## src/rtl/uart_pkg.sv

```systemverilog
// Shared definitions for the UART receive and transmit paths.
package uart_pkg;

  typedef enum logic [1:0] {
    ST_IDLE  = 2'd0,
    ST_START = 2'd1,
    ST_DATA  = 2'd2,
    ST_STOP  = 2'd3
  } uart_state_e;

  localparam int unsigned DATA_BITS = 8;

  // Clock cycles per serial bit (integer division, truncating).
  function automatic int unsigned clks_per_bit(input int unsigned clk_freq,
                                               input int unsigned baud_rate);
    return clk_freq / baud_rate;
  endfunction

endpackage

```

## src/rtl/uart_receiver_sync_fifo.sv

```systemverilog
// Count-based synchronous FIFO with show-ahead read data.
module sync_fifo #(
  parameter int unsigned WIDTH = 8,
  parameter int unsigned DEPTH = 16
) (
  input  logic             clk,
  input  logic             rst,
  input  logic             push,
  input  logic             pop,
  input  logic [WIDTH-1:0] wdata,
  output logic [WIDTH-1:0] rdata,
  output logic             empty,
  output logic             full
);

  localparam int unsigned AW = (DEPTH > 1) ? $clog2(DEPTH) : 1;
  localparam int unsigned CW = $clog2(DEPTH + 1);

  logic [WIDTH-1:0] mem [DEPTH];
  logic [AW-1:0]    wr_ptr;
  logic [AW-1:0]    rd_ptr;
  logic [CW-1:0]    count;
  logic             do_push;
  logic             do_pop;

  // A pop frees a slot in the same cycle, so push-while-full succeeds with a pop.
  assign do_pop  = pop && (count != '0);
  assign do_push = push && ((count != CW'(DEPTH)) || do_pop);

  assign empty = (count == '0);
  assign full  = (count == CW'(DEPTH));
  assign rdata = mem[rd_ptr];

  always_ff @(posedge clk) begin
    if (do_push) begin
      mem[wr_ptr] <= wdata;
    end
  end

  // Pointers wrap naturally because DEPTH is a power of two.
  always_ff @(posedge clk or posedge rst) begin
    if (rst) begin
      wr_ptr <= '0;
      rd_ptr <= '0;
      count  <= '0;
    end else begin
      if (do_push) begin
        wr_ptr <= wr_ptr + AW'(1);
      end
      if (do_pop) begin
        rd_ptr <= rd_ptr + AW'(1);
      end
      case ({do_push, do_pop})
        2'b10:   count <= count + CW'(1);
        2'b01:   count <= count - CW'(1);
        default: count <= count;
      endcase
    end
  end

endmodule

```

## src/rtl/uart_receiver.sv

```systemverilog
// 8N1 serial receiver feeding a small FIFO with a pop-style read port and level interrupt.
module uart_receiver
  import uart_pkg::*;
#(
  parameter int unsigned CLK_FREQ   = 100_000_000,
  parameter int unsigned BAUD_RATE  = 115_200,
  parameter int unsigned FIFO_DEPTH = 16
) (
  input  logic       clk,
  input  logic       rst,
  input  logic       rx,
  output logic [7:0] rdata,
  output logic       rdata_valid,
  input  logic       read_en,
  output logic       overrun,
  output logic       frame_err,
  input  logic       clear_err,
  output logic       int_pending
);

  localparam int unsigned CPB  = clks_per_bit(CLK_FREQ, BAUD_RATE);
  localparam int unsigned CW   = $clog2(CPB);
  localparam int unsigned HALF = CPB / 2;

  uart_state_e state;
  uart_state_e next_state;

  logic          rx_meta;
  logic          rx_s;
  logic          rx_prev;
  logic [CW-1:0] clk_cnt;
  logic [2:0]    bit_idx;
  logic [7:0]    sh;

  logic half_hit;
  logic bit_hit;
  logic fifo_empty;
  logic fifo_full;

  logic cnt_clr_c;
  logic cnt_inc_c;
  logic idx_clr_c;
  logic idx_inc_c;
  logic shift_c;
  logic push_c;
  logic overrun_set_c;
  logic frame_set_c;

  // Two-flop synchroniser plus a delayed copy for falling-edge detection.
  always_ff @(posedge clk or posedge rst) begin
    if (rst) begin
      rx_meta <= 1'b1;
      rx_s    <= 1'b1;
      rx_prev <= 1'b1;
    end else begin
      rx_meta <= rx;
      rx_s    <= rx_meta;
      rx_prev <= rx_s;
    end
  end

  assign half_hit = (clk_cnt == CW'(HALF - 1));
  assign bit_hit  = (clk_cnt == CW'(CPB - 1));

  always_ff @(posedge clk or posedge rst) begin
    if (rst) begin
      state <= ST_IDLE;
    end else begin
      state <= next_state;
    end
  end

  // Next-state logic; a held-low line never shows a new falling edge, so breaks stay idle.
  always_comb begin
    next_state = state;
    case (state)
      ST_IDLE: begin
        if (rx_prev && !rx_s) begin
          next_state = ST_START;
        end
      end
      ST_START: begin
        if (half_hit) begin
          next_state = rx_s ? ST_IDLE : ST_DATA;
        end
      end
      ST_DATA: begin
        if (bit_hit && (bit_idx == 3'd7)) begin
          next_state = ST_STOP;
        end
      end
      ST_STOP: begin
        if (bit_hit) begin
          next_state = ST_IDLE;
        end
      end
      default: next_state = ST_IDLE;
    endcase
  end

  // Datapath control strobes for the current state.
  always_comb begin
    cnt_clr_c     = 1'b0;
    cnt_inc_c     = 1'b0;
    idx_clr_c     = 1'b0;
    idx_inc_c     = 1'b0;
    shift_c       = 1'b0;
    push_c        = 1'b0;
    overrun_set_c = 1'b0;
    frame_set_c   = 1'b0;
    case (state)
      ST_IDLE: begin
        cnt_clr_c = 1'b1;
      end
      ST_START: begin
        if (half_hit) begin
          cnt_clr_c = 1'b1;
          idx_clr_c = 1'b1;
        end else begin
          cnt_inc_c = 1'b1;
        end
      end
      ST_DATA: begin
        if (bit_hit) begin
          cnt_clr_c = 1'b1;
          shift_c   = 1'b1;
          idx_inc_c = 1'b1;
        end else begin
          cnt_inc_c = 1'b1;
        end
      end
      ST_STOP: begin
        if (bit_hit) begin
          cnt_clr_c = 1'b1;
          if (!rx_s) begin
            frame_set_c = 1'b1;
          end else if (!fifo_full || read_en) begin
            push_c = 1'b1;
          end else begin
            overrun_set_c = 1'b1;
          end
        end else begin
          cnt_inc_c = 1'b1;
        end
      end
      default: begin
        cnt_clr_c = 1'b1;
      end
    endcase
  end

  always_ff @(posedge clk or posedge rst) begin
    if (rst) begin
      clk_cnt <= '0;
      bit_idx <= '0;
      sh      <= '0;
    end else begin
      if (cnt_clr_c) begin
        clk_cnt <= '0;
      end else if (cnt_inc_c) begin
        clk_cnt <= clk_cnt + CW'(1);
      end
      if (idx_clr_c) begin
        bit_idx <= '0;
      end else if (idx_inc_c) begin
        bit_idx <= bit_idx + 3'd1;
      end
      if (shift_c) begin
        sh <= {rx_s, sh[7:1]};
      end
    end
  end

  // Sticky error flags; a same-cycle set beats clear_err.
  always_ff @(posedge clk or posedge rst) begin
    if (rst) begin
      overrun   <= 1'b0;
      frame_err <= 1'b0;
    end else begin
      if (overrun_set_c) begin
        overrun <= 1'b1;
      end else if (clear_err) begin
        overrun <= 1'b0;
      end
      if (frame_set_c) begin
        frame_err <= 1'b1;
      end else if (clear_err) begin
        frame_err <= 1'b0;
      end
    end
  end

  sync_fifo #(
    .WIDTH (DATA_BITS),
    .DEPTH (FIFO_DEPTH)
  ) u_fifo (
    .clk   (clk),
    .rst   (rst),
    .push  (push_c),
    .pop   (read_en),
    .wdata (sh),
    .rdata (rdata),
    .empty (fifo_empty),
    .full  (fifo_full)
  );

  assign rdata_valid = !fifo_empty;
  assign int_pending = !fifo_empty;

endmodule

```

## config.mk

```make
export PLATFORM = sky130hd
export DESIGN_NAME = uart_receiver
export DESIGN_NICKNAME = d
export VERILOG_FILES = /design/src/rtl/uart_pkg.sv /design/src/rtl/uart_receiver_sync_fifo.sv /design/src/rtl/uart_receiver.sv
export SDC_FILE = /design/constraint.sdc
export NUM_CORES = 1
export LEC_CHECK = 0
export CAP_MARGIN = 10
export CORE_AREA = 2 2 149 151
export CTS_CLUSTER_DIAMETER = 200
export DETAILED_ROUTE_END_ITERATION = 8
export DIE_AREA = 0 0 151 153
export PLACE_DENSITY_LB_ADDON = 0.3
export SYNTH_ARGS = -nofsm -noshare
export SYNTH_HDL_FRONTEND = slang
export SYNTH_SLANG_ARGS = --single-unit
```

## constraint.sdc

```tcl
create_clock -name clk -period 3.3 [get_ports clk]
set_input_delay 0.66 -clock clk [delete_from_list [all_inputs] [get_ports clk]]
set_output_delay 0.66 -clock clk [all_outputs]
set_load 0.03 [all_outputs]
```

Word-level counts from Yosys, hierarchy flattened
Memory sizes are Yosys's and may differ from the RTL's.
Index checks and enable logic that the tools add are counted.
W data, S select, Z words.
{"block": "word_totals", "ram_bits": 128, "latchBits": 0, "mem_bits_ro": 0, "out_inout_bits": 12, "elab_cells": 87, "mem_count": 1, "reg_bits": 41}
{"name": "u_fifo.mem", "words": 16, "word_bits": 8, "rd": 1, "rd_ports_with_merged_regs": 0, "write_ports": 1, "line": "uart_receiver_sync_fifo.sv:19", "source": "logic [WIDTH-1:0] mem [DEPTH];"}
{"block": "op_classes", "n_div": 0, "mul": 0, "n_lt_le_gt_ge": 0, "n_addsub": 6, "eq_ne": 14, "shifts": 0, "bitwise": 0, "mux": 35, "n_reduce_logical": 19}
{"cell": "$mux W1", "count": 22}
{"cell": "$mux W10", "count": 2}
{"cell": "$add A10 B1 Y10 const B", "count": 1}
{"cell": "$eq A10 B10 Y1 const B", "count": 1}
{"cell": "$eq A10 B9 Y1 const B", "count": 1}
{"cell": "$mux W2", "count": 5}
{"cell": "$pmux W5 S2", "count": 1}
{"cell": "$reduce_bool A2 Y1", "count": 5}
{"cell": "$add A4 B1 Y4 const B", "count": 2}
{"cell": "$ne A2 B2 Y1 const B", "count": 4}
{"cell": "$pmux W2 S4", "count": 1}
{"cell": "$eq A2 B2 Y1 const B", "count": 3}
{"cell": "$mux W3", "count": 2}
{"cell": "$add A5 B1 Y5 const B", "count": 1}
{"cell": "$eq A5 B5 Y1 const B", "count": 1}
{"cell": "$logic_not A5 Y1", "count": 1}
{"cell": "$ne A5 B5 Y1 const B", "count": 1}
{"cell": "$reduce_bool A5 Y1", "count": 1}
{"cell": "$sub A5 B1 Y5 const B", "count": 1}
{"cell": "$eq A2 B1 Y1 const B", "count": 2}
{"cell": "$logic_and A1 B1 Y1", "count": 4}
{"cell": "$reduce_and A4 Y1", "count": 1}
{"cell": "$add A3 B1 Y3 const B", "count": 1}
{"cell": "$eq A3 B3 Y1 const B", "count": 1}
{"cell": "6 further kinds", "count": 9}

Longest topological paths before layout
{"block": "depth", "depth_word": 10, "ltp_mapped": 13, "ltp_nobuf": 11}

Hierarchy
A second synthesis with hierarchy kept.
{"block": "unflattened", "hier_cells": 438, "hier_area_um2": 7166.9}
{"mod": "sync_fifo", "area_per_inst_um2": 5818.1, "instances": 1, "cells_per_inst": 328}
{"mod": "uart_receiver", "area_per_inst_um2": 1348.8, "instances": 1, "cells_per_inst": 110}

Worst setup path after synthesis
No wires, ideal clock.
{"block": "synth_timing", "path_type": "flip-flop to flip-flop", "from": "register clk_cnt[3]", "to": "register u_fifo.count[2]", "required_time_ns": 3.174, "arrival_time_ns": 2.608, "period_less_slack_ns": 2.734, "path_stages_with_launch": 13, "path_slack_ns": 0.566, "cell_sequence": "dfrtp_1 -> or3b_4 -> nor3_4 -> nand3_4 -> buf_6 -> ha_1 -> clkbuf_1 -> xor2_1 -> ha_1 -> a21oi_1 -> xor2_1 -> nor2_1 -> xor2_1"}
{"block": "synth_between", "elab_chain_len": 6, "elab_cells_between_ends": 8}
{"item": "from (decl)", "line": "uart_receiver.sv:31", "source": "logic [CW-1:0] clk_cnt;"}
{"item": "from (signal assigned)", "line": "uart_receiver.sv:161", "source": "clk_cnt <= clk_cnt + CW'(1);"}
{"item": "$eq A10 B10 Y1 (*)", "line": "uart_receiver.sv:63", "source": "assign bit_hit = (clk_cnt == CW'(CPB - 1));"}
{"item": "$mux W1 (*)", "line": "uart_receiver.sv:133", "source": "if (bit_hit) begin"}
{"item": "$mux W1 (*)", "line": "uart_receiver.sv:111", "source": "case (state)"}
{"item": "$logic_and A1 B1 Y1 (*)", "line": "uart_receiver_sync_fifo.sv:28", "source": "assign do_push = push && ((count != CW'(DEPTH)) || do_pop);"}
{"item": "$eq A2 B1 Y1 / $eq A2 B2 Y1 (equally long branches)", "line": "uart_receiver_sync_fifo.sv:53", "source": "case ({do_push, do_pop})"}
{"item": "$pmux W5 S2 / $reduce_bool A2 Y1 (equally long branches)"}
{"item": "to (signal assigned)", "line": "uart_receiver_sync_fifo.sv:54", "source": "2'b10: count <= count + CW'(1);"}
{"item": "to (signal assigned)", "line": "uart_receiver_sync_fifo.sv:55", "source": "2'b01: count <= count - CW'(1);"}
{"item": "to (signal assigned)", "line": "uart_receiver_sync_fifo.sv:56", "source": "default: count <= count;"}
{"item": "to (decl)", "line": "uart_receiver_sync_fifo.sv:22", "source": "logic [CW-1:0] count;"}
Every way passes the cells marked *; elsewhere a longest branch is shown, timed or not.
A chain may end at the register's enable or synchronous reset.

Worst setup path after layout
{"block": "layout_timing", "from": "register u_fifo.rd_ptr[0]", "to": "output rdata[2]"}
{"block": "layout_between", "elab_chain_len": 1}
{"item": "from (decl)", "line": "uart_receiver_sync_fifo.sv:21", "source": "logic [AW-1:0] rd_ptr;"}
{"item": "from (signal assigned)", "line": "uart_receiver_sync_fifo.sv:51", "source": "rd_ptr <= rd_ptr + AW'(1);"}
{"item": "$mem_v2 Z16 W8"}
{"item": "to (decl)", "line": "uart_receiver.sv:12", "source": "output logic [7:0] rdata,"}
Every way passes these cells.

==> impl_metrics.yaml <==
layout:
  layout-drive-gt1-share_pct: 26.21
  fill_cells: 2003
  final_nets: 458
  seq_area_sq_mm: 0.004875
  n_antenna_cell: 0
  final_area_sq_mm: 0.008200
  final_util_pct: 38.17
  synthToLayoutAreaGrowth_pct: 17.46
  multiInputGateArea_sq_mm: 0.002009
critical_path:
  arrival_ns: 2.40
  worstReg2RegStart: "clk_cnt[0]"
  cp_max_fo: 22
  startpoint: "u_fifo.rd_ptr[0]"
  slowest_stage: "mux4_2"
  rr_worst_depth: 11
  cp-end-kind: "output pin"
  cp_data_required_time_ns: 2.64
  crit_chain: "buf_12, mux4_2, a22oi_1, nand2_1, dlygate4sd2_1"
  critical-path-max-stage-delay_ns: 0.52
  r2r_slack_ns: 0.63
  start_kind: "flip-flop"
  crit_type: "flip-flop to output pin"
  r2r_end: "u_fifo.count[2]"
logic_synthesis:
  synth_edf_count: 128
  synth-seq-cells: 169
  synth-async-reset-ratio_pct: 24.26
  synth_cell_type_count: 48
  synth_area_sq_mm: 0.006982
  dominantRegCellSynth: "edfxtp_1"
  synth_nets: 416
  synth_seq_area_share_pct: 69.80
  avgSynthCellArea_sq_um: 17.50
  syn_inst: 399
  yosys_warnings: 0
sta:
  clock.fmax_ghz: 0.3269
  period_needed_ns: 3.059
  period_share_pct: 92.70
  skew_ns: 0.01619
  finalSetupTns_ns: 0
  worstMarginPinSlew_ns: 0.8166
  setup_violations: 0
  rsz0062_at_grt: "no"
  drv_slew: 0
  hold_viol: 0
  slew_headroom_pct: 45.15
  setup_slack_ns: 0.2408
routing:
  route.detailed.drc: 0
  vias_per_cell: 4.839
  first_iter_violations: 273
  drt_first_pass_iters: 4
  totalWireLength_mm: 13.39
  vias: 3552
  wl_per_cell_microns: 18.24
  ant_nets: 0
floorplanning:
  start_util_pct: 32.49
  dieArea_sq_mm: 0.02310
  ios: 17
  die_w_microns: 151
  rows: 54
  die-height_microns: 153
  core_sq_mm: 0.02149
power_and_ir_drop:
  power_frac_clock_pct: 35.6
  p_per_area_mw_per_mm2: 639.4
  p_sw_share_pct: 28.13
  power_frac_seq_pct: 48.3
  p_switching_mw: 1.475
  p_comb_share_pct: 16.1
  ir_worst_vdd_mv: 0.3987
  p_int_mw: 3.768
  p_leak_nw: 3.256
clock_network:
  clkTransAtPathRegs_ns: 0.07
  cts_buffers: 17
  cts_setup_buffers: 0
  cts-root-buf: "clkbuf_16"
  tritoncts: "built"
  htreeDepth: 4
  clk_latency_ns: 0.43
  cts.sinks: 169
  hold_buffers: 0
  clock_path_buffers: 2
hold_path:
  whs_path_depth: 0
  hp-class: "flip-flop to flip-flop"
  hold_start: "rx_meta"
  holdPathEnd: "rx_s"
placement:
  routabilityCongestion: 0.7503
  place_ws_ns: 0.3822
  hpwlAfterDp_mm: 8.564
  dpl_cell_area_sq_mm: 0.007641
  place.port_buffers: 16
global_route:
  grt_max_degree: 42
  grt_pass1_vias: 3725
  grt_overflow_total: 0
  grt_usage_pct: 12.56
  grt_pass1_wl_mm: 21.40
  antenna_found_initial: 0
outcome:
  status: "finished, final reports clean"
job:
  cap_violations: 0
-- routing by layer --
| metal | wire (microns) | global-route usage [%] |
|---|---|---|
| met1 | 5985 | 17.08 |
| met2 | 6675 | 19.96 |
| met3 | 638 | 3.403 |
| met4 | 91 | 3.338 |
| met5 | 0 | 0 |
-- cells in the mapped netlist (all sizes together), types with 3 or more instances --
cell type | count | area (sq um)
mux2 | 11 | 123.9
a21oi | 6 | 30.03
nand4 | 6 | 37.54
xor2 | 9 | 78.83
dfstp | 3 | 78.83
dfrtp | 38 | 950.9
nand2 | 19 | 71.32
xnor2 | 12 | 105.1
ha | 12 | 150.1
mux4 | 32 | 720.7
nand3 | 7 | 47.55
a22o | 3 | 26.28
a22oi | 16 | 120.1
buf | 9 | 53.80
edfxtp | 128 | 3844
nor2b | 4 | 25.02
nor2 | 24 | 90.09
nand3b | 4 | 30.03
clkbuf | 10 | 37.54
inv | 7 | 26.28
nor3 | 9 | 76.33
and2 | 3 | 18.77
nor4b | 5 | 50.04
-- power groups by stage --
stage	clock network [mW]	registers [mW]	logic (mW)
2_1_floorplan	0	2.51	0.648
5_1_grt	2.00	2.55	0.943
3_5_place_dp	0	2.57	0.867
4_1_cts	1.90	2.53	0.871
6_report	1.87	2.53	0.846
3_3_place_gp	0	2.56	0.858
-- worst max-delay path: cells and delay by family, from the launching register on --
family,cells,cell delay (ns)
compound gates,1,0.26
buf+inv,2,0.60
flops,1,0.50
mux,1,0.52
simple gates,1,0.08
-- flip-flops by register name (all words and copies together) (netlist names), named ones only --
| name | flops |
|---|---|
| u_fifo.mem | 128 |
| clk_cnt | 10 |
| sh | 8 |
| u_fifo.count | 5 |
| u_fifo.rd_ptr | 4 |
| u_fifo.wr_ptr | 4 |
| bit_idx | 3 |
| frame_err | 1 |
| overrun | 1 |
| rx_meta | 1 |
| rx_prev | 1 |
| rx_s | 1 |
| state | 1 |
-- how the worst max path moves through the flow --
stage,cells past startpoint,end,slack (ns)
5_1_grt,5,rdata[4],0.08
6_report,5,rdata[2],0.24
2_1_floorplan,12,u_fifo.count[2],0.57
3_3_place_gp,5,rdata[2],0.38
3_5_place_dp,5,rdata[2],0.38
4_1_cts,5,rdata[1],0.02
-- cells by family (layout without fill, tap and decap cells) --
logic type / count (synthesis) / after routing / share of synthesized area (%)
DFF: 169 / 169 / 69.80
and+or+nand+nor: 94 / 94 / 8.154
muxes: 43 / 43 / 12.10
AOI/OAI and AO/OA: 34 / 34 / 3.477
buffers and inverters: 26 / 81 / 1.685
xor gates and xnor gates: 21 / 21 / 2.634
adders and majority gates: 12 / 12 / 2.150
-- repair_timing --
item	CTS	global route
pin swaps	0	0
endpoints found under the setup margin	6	2
resized for setup	6	2
-- stage by stage --
step | total power [mW] | hold WS, ns | cells
final | 5.243 | 0.3611 | 734
after global routing | 5.489 | 0.3660 | 734
after CTS | 5.303 | 0.3612 | 734
after detailed placement | 3.437 | 0.3510 | 702
after global placement | 3.419 | 0.3462 | 702
after floorplan | 3.157 | 0.3452 | 399
-- final cells by class --
cell class              count  area share, %
flip-flops and latches    169          59.44
multi-input cells         204          24.50
well taps                 280          4.272
inverters                   7         0.3204
repair buffers             42          4.608
clock inverters            14          1.617
clock buffers              18          5.233
-- cells in the final DEF, fill, tap and decap left out, drive strengths merged, types with 3 or more instances in the layout --
cell type      synthesis  routed
a21oi                  6       6
a22o                   3       3
a22oi                 16      16
and2                   3       3
buf                    9      26
clkbuf                10      18
clkdlybuf4s50          0       8
clkinv                 0       7
dfrtp                 38      38
dfstp                  3       3
dlygate4sd2            0       6
edfxtp               128     128
ha                    12      12
inv                    7      13
mux2                  11      11
mux4                  32      32
nand2                 19      19
nand3                  7       7
nand3b                 4       4
nand4                  6       6
nor2                  24      24
nor2b                  4       4
nor3                   9       9
nor4b                  5       5
xnor2                 12      12
xor2                   9       9
No activity file was read; power rests on OpenSTA's default activity.
